### src/rtl/tank_pkg.sv
`default_nettype none
// ----------------------------------------------------------------------
// tank_pkg : screen states, history result codes and enable decode
// Rev 1.0
// ----------------------------------------------------------------------
package tank_pkg;

  typedef enum logic [2:0] {
    S_INIT  = 3'd0,
    S_GAME  = 3'd1,
    S_WIN_G = 3'd2,
    S_WIN_R = 3'd3,
    S_HIST  = 3'd4
  } state_t;

  localparam logic [1:0] HIS_EMPTY = 2'b00;
  localparam logic [1:0] HIS_GREEN = 2'b01;
  localparam logic [1:0] HIS_RED   = 2'b10;
  localparam logic [1:0] HIS_DRAW  = 2'b11;

  // Bit k-1 drives enable<k> of the colorizer.
  function automatic logic [4:0] screen_onehot(input state_t s);
    case (s)
      S_INIT:  screen_onehot = 5'b00001;
      S_GAME:  screen_onehot = 5'b00010;
      S_WIN_G: screen_onehot = 5'b00100;
      S_WIN_R: screen_onehot = 5'b01000;
      S_HIST:  screen_onehot = 5'b10000;
      default: screen_onehot = 5'b00001;
    endcase
  endfunction

endpackage
`default_nettype wire

### src/rtl/screen_sequencer_if.sv
`default_nettype none
// ----------------------------------------------------------------------
// screen_sequencer_if : game-flow inputs and colorizer-facing outputs
// Rev 1.0
// ----------------------------------------------------------------------
interface screen_sequencer_if;
  logic       frame_tick;
  logic       start_btn;
  logic       hist_btn;
  logic       red_base_hit;
  logic       green_base_hit;
  logic       enable1;
  logic       enable2;
  logic       enable3;
  logic       enable4;
  logic       enable5;
  logic [1:0] His1;
  logic [1:0] His2;
  logic [1:0] His3;
  logic       game_reset;

  modport master (
    output frame_tick, start_btn, hist_btn, red_base_hit, green_base_hit,
    input  enable1, enable2, enable3, enable4, enable5,
    input  His1, His2, His3, game_reset
  );

  modport slave (
    input  frame_tick, start_btn, hist_btn, red_base_hit, green_base_hit,
    output enable1, enable2, enable3, enable4, enable5,
    output His1, His2, His3, game_reset
  );
endinterface
`default_nettype wire

### src/rtl/screen_sequencer_btn_edge.sv
`default_nettype none
// ----------------------------------------------------------------------
// btn_edge : rising-edge detector for a debounced level button
// Rev 1.0
// ----------------------------------------------------------------------
module btn_edge (
  input  logic clock,
  input  logic reset,
  input  logic btn,
  output logic rise
);

  logic btn_prev;

  always_ff @(posedge clock) begin
    if (reset) btn_prev <= 1'b0;
    else       btn_prev <= btn;
  end

  assign rise = btn & ~btn_prev;

endmodule
`default_nettype wire

### src/rtl/screen_sequencer.sv
`default_nettype none
// ----------------------------------------------------------------------
// screen_sequencer : game-flow FSM, winner-screen timer, result history
// Rev 1.0
// ----------------------------------------------------------------------
module screen_sequencer
  import tank_pkg::*;
#(
  parameter int WIN_FRAMES = 180,
  parameter int CNT_W      = 12
) (
  input  logic               clock,
  input  logic               reset,
  screen_sequencer_if.slave  bus
);

  localparam logic [CNT_W-1:0] CNT_LAST = CNT_W'(WIN_FRAMES - 1);
  localparam logic [CNT_W-1:0] CNT_MAX  = '1;

  state_t           state, next_state;
  logic [CNT_W-1:0] frame_cnt, cnt_next;
  logic [4:0]       enables;
  logic [1:0]       his1, his2, his3;
  logic [1:0]       result;
  logic             push;
  logic             greset, greset_next;
  logic             start_rise, hist_rise;

  btn_edge u_start_edge (
    .clock (clock),
    .reset (reset),
    .btn   (bus.start_btn),
    .rise  (start_rise)
  );

  btn_edge u_hist_edge (
    .clock (clock),
    .reset (reset),
    .btn   (bus.hist_btn),
    .rise  (hist_rise)
  );

  always_comb begin
    next_state  = state;
    cnt_next    = '0;
    push        = 1'b0;
    result      = HIS_EMPTY;
    greset_next = 1'b0;
    case (state)
      S_INIT: begin
        if (start_rise) begin
          next_state  = S_GAME;
          greset_next = 1'b1;
        end else if (hist_rise) begin
          next_state = S_HIST;
        end
      end
      S_GAME: begin
        if (bus.red_base_hit && bus.green_base_hit) begin
          next_state = S_HIST;
          push       = 1'b1;
          result     = HIS_DRAW;
        end else if (bus.red_base_hit) begin
          next_state = S_WIN_G;
          push       = 1'b1;
          result     = HIS_GREEN;
        end else if (bus.green_base_hit) begin
          next_state = S_WIN_R;
          push       = 1'b1;
          result     = HIS_RED;
        end
      end
      S_WIN_G, S_WIN_R: begin
        cnt_next = frame_cnt;
        if (bus.frame_tick) begin
          if (frame_cnt == CNT_LAST) begin
            next_state = S_HIST;
            cnt_next   = '0;
          end else if (frame_cnt != CNT_MAX) begin
            cnt_next = frame_cnt + CNT_W'(1);
          end
        end
      end
      S_HIST: begin
        if (start_rise) begin
          next_state  = S_GAME;
          greset_next = 1'b1;
        end else if (hist_rise) begin
          next_state = S_INIT;
        end
      end
      default: next_state = S_INIT;
    endcase
  end

  // Enables are decoded from next_state so they land with the state register.
  always_ff @(posedge clock) begin
    if (reset) begin
      state     <= S_INIT;
      enables   <= screen_onehot(S_INIT);
      frame_cnt <= '0;
      greset    <= 1'b0;
      his1      <= HIS_EMPTY;
      his2      <= HIS_EMPTY;
      his3      <= HIS_EMPTY;
    end else begin
      state     <= next_state;
      enables   <= screen_onehot(next_state);
      frame_cnt <= cnt_next;
      greset    <= greset_next;
      if (push) begin
        his3 <= his2;
        his2 <= his1;
        his1 <= result;
      end
    end
  end

  assign bus.enable1    = enables[0];
  assign bus.enable2    = enables[1];
  assign bus.enable3    = enables[2];
  assign bus.enable4    = enables[3];
  assign bus.enable5    = enables[4];
  assign bus.His1       = his1;
  assign bus.His2       = his2;
  assign bus.His3       = his3;
  assign bus.game_reset = greset;

endmodule
`default_nettype wire

### src/flat_wrapper.sv
// flat-port wrapper written by rule: the top's interface ports become plain ports
module screen_sequencer_flat import tank_pkg::*;
#(
  parameter int WIN_FRAMES = 180,
  parameter int CNT_W      = 12
)
  (clock, reset, bus_frame_tick, bus_start_btn, bus_hist_btn, bus_red_base_hit, bus_green_base_hit, bus_enable1, bus_enable2, bus_enable3, bus_enable4, bus_enable5, bus_His1, bus_His2, bus_His3, bus_game_reset);
  screen_sequencer_if bus_i ();
  input  logic clock;
  input  logic reset;
  input wire logic [$bits(bus_i.frame_tick)-1:0] bus_frame_tick;
  input wire logic [$bits(bus_i.start_btn)-1:0] bus_start_btn;
  input wire logic [$bits(bus_i.hist_btn)-1:0] bus_hist_btn;
  input wire logic [$bits(bus_i.red_base_hit)-1:0] bus_red_base_hit;
  input wire logic [$bits(bus_i.green_base_hit)-1:0] bus_green_base_hit;
  output wire logic [$bits(bus_i.enable1)-1:0] bus_enable1;
  output wire logic [$bits(bus_i.enable2)-1:0] bus_enable2;
  output wire logic [$bits(bus_i.enable3)-1:0] bus_enable3;
  output wire logic [$bits(bus_i.enable4)-1:0] bus_enable4;
  output wire logic [$bits(bus_i.enable5)-1:0] bus_enable5;
  output wire logic [$bits(bus_i.His1)-1:0] bus_His1;
  output wire logic [$bits(bus_i.His2)-1:0] bus_His2;
  output wire logic [$bits(bus_i.His3)-1:0] bus_His3;
  output wire logic [$bits(bus_i.game_reset)-1:0] bus_game_reset;
  assign bus_i.frame_tick = bus_frame_tick;
  assign bus_i.start_btn = bus_start_btn;
  assign bus_i.hist_btn = bus_hist_btn;
  assign bus_i.red_base_hit = bus_red_base_hit;
  assign bus_i.green_base_hit = bus_green_base_hit;
  assign bus_enable1 = bus_i.enable1;
  assign bus_enable2 = bus_i.enable2;
  assign bus_enable3 = bus_i.enable3;
  assign bus_enable4 = bus_i.enable4;
  assign bus_enable5 = bus_i.enable5;
  assign bus_His1 = bus_i.His1;
  assign bus_His2 = bus_i.His2;
  assign bus_His3 = bus_i.His3;
  assign bus_game_reset = bus_i.game_reset;
  screen_sequencer #(.WIN_FRAMES(WIN_FRAMES), .CNT_W(CNT_W)) u_core (.clock(clock), .reset(reset), .bus(bus_i));
endmodule
### config.mk
export PLATFORM = sky130hd
export DESIGN_NAME = screen_sequencer_flat
export DESIGN_NICKNAME = d
export VERILOG_FILES = /design/src/rtl/tank_pkg.sv /design/src/rtl/screen_sequencer_if.sv /design/src/rtl/screen_sequencer_btn_edge.sv /design/src/rtl/screen_sequencer.sv /design/src/flat_wrapper.sv
export SDC_FILE = /design/constraint.sdc
export NUM_CORES = 1
export LEC_CHECK = 0
export ABC_AREA = 0
export CORE_MARGIN = 2
export CORE_UTILIZATION = 35
export CTS_CLUSTER_DIAMETER = 60
export CTS_CLUSTER_SIZE = 12
export DETAILED_ROUTE_END_ITERATION = 10
export MAX_ROUTING_LAYER = met4
export PLACE_DENSITY = 0.62
export SLEW_MARGIN = 10
export SYNTH_ARGS = -nofsm -noshare
export SYNTH_HDL_FRONTEND = slang
export SYNTH_SLANG_ARGS = --single-unit
### constraint.sdc
create_clock -name clock -period 1.64 [get_ports clock]
set_input_delay 0.328 -clock clock [delete_from_list [all_inputs] [get_ports clock]]
set_output_delay 0.328 -clock clock [all_outputs]
set_load 0.02 [all_outputs]
==> flow_results.org <==
** Logic synthesis
- Largest area contributor in the netlist :: sky130_fd_sc_hd__dfxtp_1
- Syn nets :: 158
- After synthesis the netlist holds a flip-flop and latch count of 29.
- Yosys cell types :: 44
- In the synthesized netlist the dominant register cell turns out to be sky130_fd_sc_hd__dfxtp_1.
- Count leader, synth :: sky130_fd_sc_hd__dfxtp_1
- The synthesized netlist occupies a cell area of 0.001338 sq mm.
- Ranked by instance count, the synthesized netlist is headed by sky130_fd_sc_hd__dfxtp_1 (29), sky130_fd_sc_hd__nor2_1 (18), sky130_fd_sc_hd__nand2_1 (16).
- Of the post-synthesis cell area, the dominant cell type holds 43.41%.
- Synthesis produced a netlist whose cell count is 150.
- After synthesis, the share of flip-flops with an asynchronous set or reset is 0%.
- Mean cell area of the mapped netlist :: 8.917 sq um
- The Yosys step of the flow raised 0 warnings.
- After synthesis, flip-flops and latches occupy 43.41% of the total area.
- EDFF count, synth :: 0
- Sorting the synthesized cells by area gives the leading types as sky130_fd_sc_hd__dfxtp_1 (43%), sky130_fd_sc_hd__mux2i_1 (6.0%), sky130_fd_sc_hd__nor2_1 (5.1%).

** Worst setup path
- Depth of the worst register-to-register path :: 6
- On the critical path, the stage with the largest delay is an instance of sky130_fd_sc_hd__clkdlybuf4s50_1.
- For flop-to-flop paths, the worst setup slack is 120 ps.
- Instance count on the critical path :: 1
- STA classifies the critical path endpoint as an output pin.
- In this run the worst setup path begins at u_core.bus.His2[0]$_SDFFE_PP0P_.
- Along the worst path, the maximum fanout reaches 3.
- Critical R2R Capture :: u_core.frame_cnt[5]$_SDFFE_PP0P_
- The number of buffers and inverters on the critical path is 1.
- Worst path required time :: 1310 ps
- The startpoint identified for the worst register-to-register timing path is u_core.frame_cnt[0]$_SDFFE_PP0P_.
- The kind of cell with the highest combined delay along the critical path is buffers and inverters.
- Delay of the slowest cell on the worst path :: 620 ps
- The worst setup path is of the reg -> out kind.
- Data on the critical path arrives at its endpoint at 1250 ps.
- Kind of start point of the critical path :: register
- Traced cell by cell, the critical path runs through clkdlybuf4s50_1.

** Flow run
- Number of maximum-capacitance violations :: 0

** Timing
- Setup repair after global routing missed its margin :: false
- The worst pin sits at a relative slew slack of 79.54%.
- Total count of hold-check failures in the final report :: 0
- Slack of the critical path :: 61.38 ps
- Setup-violating endpoint count in the final report :: 0
- At the pin with the least slew margin, the transition time is 304.2 ps.
- Counting I/O delays and the setup requirement, the final critical path takes 1579 ps.
- On the final layout, the worst clock skew is 6.116 ps.
- Dividing the final minimum period by the clock period gives 96.26%.
- Top achievable clock speed :: 0.6335 GHz
- The max-slew violation count came to 0.

** Clock network
- Clock tree synthesis inserted a total of 5 buffers.
- TritonCTS clock tree :: built
- H-tree lvl count :: 2
- Clock-pin slew was measured on the worst setup and hold paths at 60 ps.
- Maximum clock path buffer count :: 2
- Clock tree root driver cell :: sky130_fd_sc_hd__clkbuf_8
- Clock tree synthesis found a total of 29 sinks.
- Post-CTS timing repair inserted 0 buffers for setup.
- At the later pin of the worst-skew pair, clock insertion delay measures 280 ps.

** Finish
- Across the whole layout, storage elements account for 580.6 sq um.
- Post-layout utilization of the core :: 49.01%
- At the end of the flow, the number of nets in the layout was 196.
- Fraction of final layout cells with drive strength greater than 1 :: 19.05%
- Fill cells in the final layout number 371.
- The finished cells cover 0.001794 sq mm.
- Layout-stage area growth over the synthesis result :: 34.14%
- Area of combinational cells with multiple inputs :: 740.7 sq um
- 0 antenna diodes ended up in the layout.

** Routing
- The final layout contains routed wiring with a total length of 2.859 mm.
- After detailed routing, the number of remaining DRC violations is 0.
- The routed layout has 1,201 vias.
- The detail route stage leaves a number of antenna-violating nets equal to 0.
- Average wire per standard cell :: 12.06 um
- Drt via density :: 5.068
- Router iterations before antenna repair :: 4
- Number of violations reported at the end of detailed-routing iteration 0 :: 45

** GRT
- For this run, the total global-route usage over all layers was measured as 14.97%.
- Pin count of the biggest net entering global routing :: 16
- Antenna violations before repair :: 0
- GRT Residual Overflow :: 0
- Number of global-route vias before repair :: 1,124
- The first global-routing pass estimated 4.795 mm of wire.

** Placed design
- Final HPWL DP :: 2.166 mm
- Routability Congestion :: 0.8929
- Number of buffers added on ports :: 18
- OpenSTA, run right after detailed placement, puts the worst setup slack at -109.4 ps.
- Total cell area at the placement stage :: 0.001692 sq mm

** Floorplanning
- Core box area :: 0.003661 sq mm
- Vertical die dimension :: 65.82 um
- For this configuration, the core starts out at a cell density of 36.53%.
- The die covers 0.004332 sq mm.
- Row generation in the floorplan step produced 22 rows.
- Die Wd :: 65.82 um
- Pin placement for this block handled 19 I/O pins.

** Status
- Outcome :: completed

** Power
- Total power density per cell area :: 831.5 mW/mm^2
- Leak pwr :: 0.6940 nW
- Tot Pwr :: 0.001492 W
- Maximum vdd ir drop :: 0.4789 mV

** Hold path
- The min-delay analysis places its worst path in the category reg -> reg.
- The worst hold path terminates at u_core.bus.game_reset$_SDFF_PP0_.
- Number of cells on the worst hold path :: 1
- Startpoint of the worst hold path :: u_core.u_start_edge.btn_prev$_SDFF_PP0_
## area by class of cell
class / instances / share of cell area [%]
Clock buffer: 6 / 4.045
Clock inverter: 2 / 0.5579
Inverter: 2 / 0.4184
Multi-Input combinational cell: 113 / 41.28
Sequential cell: 29 / 32.36
Tap cell: 48 / 3.347
Timing Repair Buffer: 37 / 17.99
## routing by layer
layer  vias up  routed length (um)  global-route usage, %
li1        617                   -                      -
met1       554                1287                  16.65
met2        22                1398                  24.24
met3         8                 131                  5.963
met4         0                  41                  5.469
met5         -                   0                      -
## power breakdown
part,switching [W],internal (W),total [W]
sequential,0.0000185,0.000730,0.000749
combinational,0.0000905,0.000104,0.000195
clock,0.000256,0.000293,0.000548
## how the worst max path moves through the flow
stage | end | slack [ps]
finish | bus_His2[0] | 60
CTS | bus_His2[0] | 40
global route | bus_His2[0] | 1
floorplan | u_core.frame_cnt[0]$_SDFFE_PP0P_ | 150
global placement | u_core.frame_cnt[9]$_SDFFE_PP0P_ | -130
detailed placement | u_core.frame_cnt[9]$_SDFFE_PP0P_ | -110
## state kept, by name, indices dropped and copies added, names as in the netlist
| register | count |
|---|---|
| u_core.state | 3 |
| u_core.bus.His3 | 2 |
| u_core.bus.game_reset | 1 |
| u_core.u_hist_edge.btn_prev | 1 |
| u_core.u_start_edge.btn_prev | 1 |
| u_core.bus.His2 | 2 |
| u_core.enables | 5 |
| u_core.frame_cnt | 12 |
| u_core.bus.His1 | 2 |
## layout by cell type (no fill, tap or decap), types with 2 or more instances in the layout
master and n:
sky130_fd_sc_hd__o21ai_1 2, sky130_fd_sc_hd__clkdlybuf4s50_1 18, sky130_fd_sc_hd__and4_1 2, sky130_fd_sc_hd__nand4_1 6
sky130_fd_sc_hd__a21oi_1 8, sky130_fd_sc_hd__buf_4 19, sky130_fd_sc_hd__a31oi_1 4, sky130_fd_sc_hd__o21ai_0 2
sky130_fd_sc_hd__nand2_1 16, sky130_fd_sc_hd__mux2i_1 8, sky130_fd_sc_hd__clkinv_2 2, sky130_fd_sc_hd__or3b_1 3
sky130_fd_sc_hd__o211ai_1 2, sky130_fd_sc_hd__clkbuf_8 5, sky130_fd_sc_hd__nor2b_1 4, sky130_fd_sc_hd__nor3_1 3
sky130_fd_sc_hd__dfxtp_1 29, sky130_fd_sc_hd__xnor2_1 2, sky130_fd_sc_hd__and3_1 3, sky130_fd_sc_hd__nand3_1 7
sky130_fd_sc_hd__nor2_1 18, sky130_fd_sc_hd__nor3b_1 2
## repair_timing
item,4_1_cts,5_1_grt
setup endpoints to repair,0,4
resized for setup,0,3
hold buffers,0,0
## per-stage QoR
stage | setup TNS, ps | hold slack [ps] | std cells
2_1_floorplan | 0 | 410.0 | 150
3_3_place_gp | -448.1 | 433.4 | 229
3_5_place_dp | -419.5 | 441.7 | 229
4_1_cts | 0 | 454.3 | 237
5_1_grt | 0 | 480.9 | 237
6_report | 0 | 446.0 | 237
## logic make-up after synthesis
| family | count (synthesis) | share of synthesized area (%) |
|---|---|---|
| and+or+nand+nor | 76 | 31.53 |
| DFF | 29 | 43.41 |
| AOI/OAI and AO/OA | 25 | 13.47 |
| buffers and inverters | 8 | 2.712 |
| muxes | 8 | 5.987 |
| xor gates and xnor gates | 3 | 1.965 |
| adders and majority gates | 1 | 0.9353 |
No activity file was read; power rests on OpenSTA's default activity.
